`config.mk`:
```
export PLATFORM = sky130hd
export DESIGN_NAME = md5_step_ctrl
export DESIGN_NICKNAME = d
export VERILOG_FILES = /design/src/rtl/md5_pkg.sv /design/src/rtl/md5_step_decode.sv /design/src/rtl/md5_step_ctrl.sv
export SDC_FILE = /design/constraint.sdc
export NUM_CORES = 1
export LEC_CHECK = 0
export BUFFER_PORTS_ARGS = -buffer_cell sky130_fd_sc_hd__buf_2
export CORE_UTILIZATION = 44
export CTS_CLUSTER_DIAMETER = 30
export DETAILED_ROUTE_END_ITERATION = 7
export HOLD_SLACK_MARGIN = 0.02
export PLACE_DENSITY = 0.67
export SLEW_MARGIN = 40
export SYNTH_ARGS = -nofsm -noshare
export SYNTH_HDL_FRONTEND = slang
export SYNTH_SLANG_ARGS = --single-unit
```
`constraint.sdc`:
```
create_clock -name clk_i -period 2.3 [get_ports clk_i]
set_input_delay 0.23 -clock clk_i [delete_from_list [all_inputs] [get_ports clk_i]]
set_output_delay 0.23 -clock clk_i [all_outputs]
set_load 0.005 [all_outputs]
```
`src/rtl/md5_pkg.sv`:
```
// Shared types and constants for the MD5 step sequencer: controller states,
// per-round rotate amounts, initial chaining values and the step count.
package md5_pkg;

  typedef enum logic [2:0] {
    ST_IDLE = 3'd0,
    ST_LOAD = 3'd1,
    ST_RUN  = 3'd2,
    ST_ACC  = 3'd3,
    ST_OUT  = 3'd4
  } state_t;

  localparam int STEPS = 64;

  // SHIFT_TAB[round][step % 4]; rows are listed round 3 first, columns col 3 first.
  localparam logic [3:0][3:0][4:0] SHIFT_TAB = {
    {5'd21, 5'd15, 5'd10, 5'd6},
    {5'd23, 5'd16, 5'd11, 5'd4},
    {5'd20, 5'd14, 5'd9,  5'd5},
    {5'd22, 5'd17, 5'd12, 5'd7}
  };

  localparam logic [31:0] IV_A = 32'h67452301;
  localparam logic [31:0] IV_B = 32'hEFCDAB89;
  localparam logic [31:0] IV_C = 32'h98BADCFE;
  localparam logic [31:0] IV_D = 32'h10325476;

endpackage

```
`src/rtl/md5_step_decode.sv`:
```
// Combinational decode of an MD5 step index into round, message-word index
// and left-rotate amount. All index arithmetic is modulo 16 on the low nibble.
module md5_step_decode (
  input  logic [5:0] step_idx_i,
  output logic [1:0] round_o,
  output logic [3:0] g_idx_o,
  output logic [4:0] shift_o
);
  import md5_pkg::*;

  logic [3:0] w_i4;
  logic [3:0] w_g;

  assign w_i4    = step_idx_i[3:0];
  assign round_o = step_idx_i[5:4];

  // 5i, 3i and 7i are built from shifts and adds of the low nibble.
  always_comb begin
    w_g = w_i4;
    case (step_idx_i[5:4])
      2'd0: w_g = w_i4;
      2'd1: w_g = {w_i4[1:0], 2'b00} + w_i4 + 4'd1;
      2'd2: w_g = {w_i4[2:0], 1'b0} + w_i4 + 4'd5;
      2'd3: w_g = {w_i4[0], 3'b000} - w_i4;
      default: w_g = w_i4;
    endcase
  end

  assign g_idx_o = w_g;
  assign shift_o = SHIFT_TAB[step_idx_i[5:4]][step_idx_i[1:0]];

endmodule

```
`src/rtl/md5_step_ctrl.sv`:
```
// Sequencing controller for the single-step MD5 datapath: block handshake,
// 64-step run, chaining load/accumulate strobes and digest handshake.
// Define MD5_BLKCNT_EN to add the blk_cnt_o processed-block counter.
module md5_step_ctrl #(
  parameter int STEPS = 64
`ifdef MD5_BLKCNT_EN
  ,
  parameter int CNT_W = 16
`endif
) (
  input  logic             clk_i,
  input  logic             rst_i,
  input  logic             blk_valid_i,
  input  logic             blk_last_i,
  output logic             blk_ready_o,
  output logic             iv_load_o,
  output logic             first_o,
  output logic             step_en_o,
  output logic [5:0]       step_idx_o,
  output logic [1:0]       round_o,
  output logic [3:0]       g_idx_o,
  output logic [4:0]       shift_o,
  output logic             acc_o,
  output logic             digest_valid_o,
  input  logic             digest_ready_i,
`ifdef MD5_BLKCNT_EN
  output logic [CNT_W-1:0] blk_cnt_o,
`endif
  output logic             busy_o
);
  import md5_pkg::*;

  localparam logic [5:0] LAST_STEP = 6'(STEPS - 1);

  state_t     r_state;
  logic [5:0] r_step;
  logic       r_first_q;
  logic       r_last_q;
  logic       r_ready;
  logic       r_iv_load;
  logic       r_first;
  logic       r_step_en;
  logic       r_acc;
  logic       r_dvalid;

  // Handshakes: a transfer happens on a rising edge where valid and ready are
  // both high; valid never waits for ready, and ready is only offered in IDLE
  // (blocks) or implied by OUT (digest), so nothing is ever queued.
  always_ff @(posedge clk_i) begin
    if (rst_i) begin
      r_state   <= ST_IDLE;
      r_step    <= 6'd0;
      r_first_q <= 1'b1;
      r_last_q  <= 1'b0;
      r_ready   <= 1'b1;
      r_iv_load <= 1'b0;
      r_first   <= 1'b0;
      r_step_en <= 1'b0;
      r_acc     <= 1'b0;
      r_dvalid  <= 1'b0;
    end else begin
      case (r_state)
        ST_IDLE: begin
          if (blk_valid_i && r_ready) begin
            r_state   <= ST_LOAD;
            r_last_q  <= blk_last_i;
            r_ready   <= 1'b0;
            r_iv_load <= 1'b1;
            r_first   <= r_first_q;
          end
        end
        ST_LOAD: begin
          r_state   <= ST_RUN;
          r_iv_load <= 1'b0;
          r_first   <= 1'b0;
          r_step_en <= 1'b1;
        end
        ST_RUN: begin
          r_step <= r_step + 6'd1;
          if (r_step == LAST_STEP) begin
            r_state   <= ST_ACC;
            r_step_en <= 1'b0;
            r_acc     <= 1'b1;
          end
        end
        ST_ACC: begin
          r_acc     <= 1'b0;
          r_first_q <= 1'b0;
          if (r_last_q) begin
            r_state  <= ST_OUT;
            r_dvalid <= 1'b1;
          end else begin
            r_state <= ST_IDLE;
            r_ready <= 1'b1;
          end
        end
        ST_OUT: begin
          if (digest_ready_i) begin
            r_state   <= ST_IDLE;
            r_dvalid  <= 1'b0;
            r_ready   <= 1'b1;
            r_first_q <= 1'b1;
          end
        end
        default: begin
          r_state   <= ST_IDLE;
          r_step    <= 6'd0;
          r_ready   <= 1'b1;
          r_iv_load <= 1'b0;
          r_first   <= 1'b0;
          r_step_en <= 1'b0;
          r_acc     <= 1'b0;
          r_dvalid  <= 1'b0;
        end
      endcase
    end
  end

`ifdef MD5_BLKCNT_EN
  logic [CNT_W-1:0] r_blk_cnt;

  always_ff @(posedge clk_i) begin
    if (rst_i) begin
      r_blk_cnt <= '0;
    end else if (r_state == ST_OUT && digest_ready_i) begin
      r_blk_cnt <= '0;
    end else if (r_state == ST_ACC) begin
      r_blk_cnt <= r_blk_cnt + 1'b1;
    end
  end

  assign blk_cnt_o = r_blk_cnt;
`endif

  md5_step_decode u_decode (
    .step_idx_i (r_step),
    .round_o    (round_o),
    .g_idx_o    (g_idx_o),
    .shift_o    (shift_o)
  );

  assign step_idx_o     = r_step;
  assign blk_ready_o    = r_ready;
  assign iv_load_o      = r_iv_load;
  assign first_o        = r_first;
  assign step_en_o      = r_step_en;
  assign acc_o          = r_acc;
  assign digest_valid_o = r_dvalid;
  assign busy_o         = (r_state != ST_IDLE);

endmodule

```
After elaboration in Yosys (flattened, before gate mapping)
Index checks and enable logic that the tools add are counted.
Storage, ports and cells
  flip-flop bits (word level): 17
  output and inout bits: 24
  logic and storage cells: 82
Operators by class
  add/sub/neg operators: 6
  $lt $le $gt $ge: 2
  equal/unequal tests: 13
  mux-type cells: 27
  bitwise gates (word level): 5
  reductions and logical operators: 19
Operator list (count)
  20-bit binary-select mux with 2-bit select: 1
  20-bit 2-to-1 mux: 1
  4-bit one-hot mux with 4 select lines: 1
  3-bit one-hot mux with 5 select lines: 1
  3-bit 2-to-1 mux: 4
  6-bit one-hot mux with 2 select lines: 1
  3-bit OR reduction: 4
  5-bit binary-select mux with 2-bit select: 1
  2-bit != test (second input constant): 5
  2-bit AND reduction: 5
  1-bit 2-to-1 mux: 9
  4-bit adder: 2
  1-bit one-hot mux with 2 select lines: 4
  6-bit by 1-bit adder with 6-bit output (second input constant): 1
  3-bit by 2-bit equality test with 1-bit output (second input constant): 2
  6-bit equality test (second input constant): 1
  2-bit by 3-bit < comparator with 1-bit output (second input constant): 2
  1-bit one-hot mux with 3 select lines: 2
  3-bit AND reduction: 2
  5-bit 2-to-1 mux: 1
  1-bit NOT: 5
  4-bit by 1-bit adder with 4-bit output (second input constant): 1
  4-bit by 3-bit adder with 4-bit output (second input constant): 1
  2-bit equality test (second input constant): 2
  13 further kinds: 13

Longest topological paths before layout
  depth in word-level cells: 4
  gate-level depth with buffers: 8

Cells and area by module
A second synthesis with hierarchy kept.
Unflattened totals
  cell total of the unflattened synthesis: 178
  area total of the unflattened synthesis: 1396.3 µm²
Modules (own cells, without submodules)
  md5_step_ctrl: times used 1, cells each 113, area each 932.1 µm², seq. area each 340.3 µm²
  md5_step_decode: times used 1, cells each 65, area each 464.2 µm², seq. area each 0.0 µm²

Worst setup path before layout
Ideal clock, no wire load.
  path kind: reg2out
  start point: reg r_step[1], in the netlist step_idx_o[1]
  end point: out g_idx_o[2]
  arrival time: 1851 ps
  data required time: 2070 ps
  path slack: 219 ps
  cell stages (with the launch flop): 8
  cells stage by stage: dfxtp_1 buf_2 inv_1 ha_1 inv_1 fa_1 a221oi_1 o22ai_1
Between the ends
  word-level cells in the longest chain between the ends: 3
  elaborated cells on any way between the ends: 6
  classes of those cells: add/sub: 5; mux: 1
Ends and longest elaborated chain
  from (decl): line md5_step_ctrl.sv:36  | logic [5:0] r_step;
  from (signal assigned): line md5_step_ctrl.sv:79  | r_step <= r_step + 6'd1;
  4-bit adder (on tied branches): line md5_step_decode.sv:23, md5_step_decode.sv:22
  4-bit by 3-bit adder with 4-bit output or 4-bit by 1-bit adder with 4-bit output (tied branches): line md5_step_decode.sv:23, md5_step_decode.sv:22
  4-bit one-hot mux with 4 select lines *: line md5_step_decode.sv:20  | case (step_idx_i[5:4])
  to (decl): line md5_step_ctrl.sv:21  | output logic [3:0] g_idx_o,
Mark *: on every way between the ends. The rest lies on a longest branch, timed or not.

Worst setup path after layout
  start point: reg r_step[2], in the netlist step_idx_o[2]
  end point: out g_idx_o[2]
Same word-level chain as after synthesis.

==> reports/results.tsv <==
stage	metric	value	unit
timing	Slew @ Worst Pin	0.812	ns
place	placed cell count	224	
worst_setup_path	CP Capture Type	output pin	
synth	Yosys reg bits	17	
clock_tree	hold_buf cts	0	
worst_setup_path	Startpoint Class	register	
clock_tree	maximum root-to-sink buffer count	2	
floorplanning	DIE AREA	3310	um^2
timing	final hold violation count	0	
power_and_ir_drop	switch share	0.343	
clock_tree	register clock-pin slew on the reported worst setup and hold paths	0.09	ns
worst_setup_path	critical path's slowest cell	fa_1	
synth	Synth Area in Simple Gates	0.221	
global_routing	Total Routing Usage GR	0.204	
routing	DR iter-0 viols	73	
finish	post-route cell area	1590	um^2
floorplanning	die width	57.5	um
timing	final slew viol count	0	
timing	Final period util	0.960	
worst_setup_path	Bufs and invs on worst path	3	
floorplanning	IO Pins	29	
finish	Post-Route Utilization	0.561	
routing	DRT Pass-1 Iters	8	
synth	YS warnings	0	
synth	post-synthesis cell type count	46	
power_and_ir_drop	P per Cell Area	484	nW/um^2
clock_tree	Root Driver	clkbuf_4	
place	pre-CTS setup slack	0.311	ns
timing	Worst slew margin	0.458	
routing	post-route antenna net violation count	0	
power_and_ir_drop	Comb pwr share	0.285	
worst_setup_path	CP Class	reg2out	
routing	Post-Route WL	3210	um
global_routing	first-pass GRT wire length	5260	um
synth	EDFF count, synth	0	
global_routing	grt ovf	0	
finish	fill count	269	
worst_setup_path	data required time of the worst path	2.07	ns
synth	largest family of logic cells by synthesized area	compound AO/OA/AOI/OAI gates	
floorplanning	die height	57.5	um
power_and_ir_drop	Reg power frac	0.509	
timing	final setup violating endpoints	0	
worst_setup_path	crit path max fanout	5	
timing	Setup TNS	0	ns
worst_setup_path	CP Data Arrival Time	1.98	ns
synth	synthesized area	1360	um^2
worst_setup_path	Top Family by Delay on Critical Path	adder cells	
clock_tree	H-Tree Depth	1	
synth	cell taking the most area after synthesis	dfxtp_1	
synth	Synth area leaders	dfxtp_1 (25%), ha_1 (13%), a21oi_1 (5.5%)	
run_status	violated checks	design-rule violations	
synth	main flop type after synthesis	dfxtp_1	
routing	vias	1293	
floorplanning	Core ar.	2830	um^2
synth	fraction of the mapped netlist area in compound gates	0.248	
synth	Seq/Total Area, Yosys	0.251	
run	Max Cap Viol	0	
timing	RSZ-0062 raised after global routing	yes	
finish	post-route insts no fill	229	
finish	synthesis-to-layout area growth	17.1	%
clock_tree	CTS buffer count	3	
timing	setup ws final	0.0915	ns
clock_tree	clk sinks	17	
worst_setup_path	max incr delay on CP	0.46	ns
synth	ys async rst share	0	
worst_setup_path	crit-path cells	inv_2 -> ha_4 -> inv_2 -> fa_1 -> a221oi_2 -> o22ai_1 -> buf_2	
clock_tree	clock latency on the worst-skew pair	0.29	ns
global_routing	largest net degree at the start of global routing	27	
hold_path	HP Class	in2reg	
place	GPL Wtd Cong	0.915	
power_and_ir_drop	Net Sw Power	264	uW
routing	vias per inst	5.65	
routing	DRC Markers	2	
synth	mux contribution to synthesized area	0.0379	
synth	Mapped Cells	171	
power_and_ir_drop	peak supply drop	0.000394	V
finish	Antenna diodes	0	
floorplanning	Rows	19	
floorplanning	Initial Util	0.479	
place	port bufs	28	
timing	fmax	0.453	GHz
synth	most frequent cells after synthesis	nor2_1 (18), dfxtp_1 (17), a21oi_1 (15)	
routing	WL/cell	14.0	um
synth	XOR/XNOR share of the synthesized area	0.0259	
power_and_ir_drop	Clock power frac	0.206	
run_status	status	finished with violations	
synth	most frequent cell after synthesis	nor2_1	
finish	ratio of cells with drive above 1 in the final layout	0.258	
global_routing	vias in the first global route	1172	
power_and_ir_drop	Internal	504	uW
finish	# nets final	219	
power_and_ir_drop	Leak	0.000704	uW
synth	share of the synthesized area in the top cell type	0.251	
synth	Syn Nets	191	
worst_setup_path	most frequent cell on the critical path	inv_2	
place	HPWL after DPL	2300	um
global_routing	initial antenna violation count	0	
timing	Setup Skew	0.00342	ns
clock_tree	CTS tree	done	
timing	min cycle time layout	2.21	ns
synth	Synth Area per Inst	7.92	um^2
place	placed cell area	1510	um^2
synth	Post-Synth Adder-Cell Area	0.144	
==> through the flow <==
step | hold WS, ns | power [uW]
after CTS | 0.177 | 767
after detailed placement | 0.472 | 607
after global placement | 0.451 | 600
after floorplan | 0.299 | 539
final | 0.180 | 768
after global routing | 0.200 | 823
==> sequential cells by signal, indices dropped and copies added (netlist names) <==
register        count
first_o             1
step_en_o           1
r_first_q           1
step_idx_o          6
iv_load_o           1
blk_ready_o         1
r_last_q            1
acc_o               1
r_state             3
digest_valid_o      1
==> kinds of logic after synthesis <==
group,count (synthesis)
AO/OA/AOI/OAI,52
flip-flops,17
multiplexers,5
AND/OR/NAND/NOR,58
adder cells (fa/ha/maj),15
buffers and inverters,20
XOR/XNOR,4
==> routing by layer <==
layer  vias up  global-route usage  share of wire
li1        664                   -              -
met1       595               0.259           0.46
met2        26               0.341           0.48
met3         8              0.0317          0.031
met4         0              0.0941          0.022
met5         -                   0              0
==> what timing repair did <==
action,4_1_cts,5_1_grt
endpoints found under the setup margin,1,3
resized for setup,1,12
pin swaps,0,3
buffers inserted,0,1
==> cell type report <==
type / instances / area, um^2 / share of cell area
multi-input combinational: 134 / 951 / 0.599
sequential: 17 / 344 / 0.217
timing repair buffer: 34 / 193 / 0.121
tap: 31 / 38.8 / 0.0244
inverter: 9 / 33.8 / 0.0213
clock buffer: 4 / 26.3 / 0.0166
==> layout by cell type, fill, tap and decap left out, types with 4 or more instances in the layout <==
master     n
buf_2     28
nor2_1    18
a21oi_1   15
dfxtp_1   14
nand2_1   13
o21ai_0   11
ha_1      11
or3_1      6
inv_1      5
o21bai_1   5
inv_2      4
mux2i_1    4
nor3_1     4
buf_4      4
==> path summary, 6_finish.rpt <==
path                              startpoint                         end  slack, ns  depth (start not counted)
hold reg to reg           acc_o$_SDFFE_PP0P_          acc_o$_SDFFE_PP0P_       0.49                          2
setup reg to reg     r_state[2]$_SDFFE_PP0P_  step_idx_o[2]$_SDFFE_PP0N_       0.65                          4
hold / removal                    blk_last_i       r_last_q$_SDFFE_PP0P_       0.18                          3
setup / recovery  step_idx_o[2]$_SDFFE_PP0N_                  g_idx_o[2]       0.09                          7
==> worst reg2reg max path, delay by kind of cell, from the launching register on <==
family,cells,cell delay [ns]
flip-flops,1,0.83
AND/OR/NAND/NOR,2,0.36
AO/OA/AOI/OAI,2,0.34
==> power groups by stage <==
stage / sequential, uW / combinational (uW) / clock, uW
final: 391 / 219 / 158
after global routing: 398 / 246 / 179
after CTS: 388 / 216 / 163
after detailed placement: 394 / 214 / 0
after global placement: 392 / 208 / 0
after floorplan: 356 / 183 / 0
No activity file was read; power rests on OpenSTA's default activity.
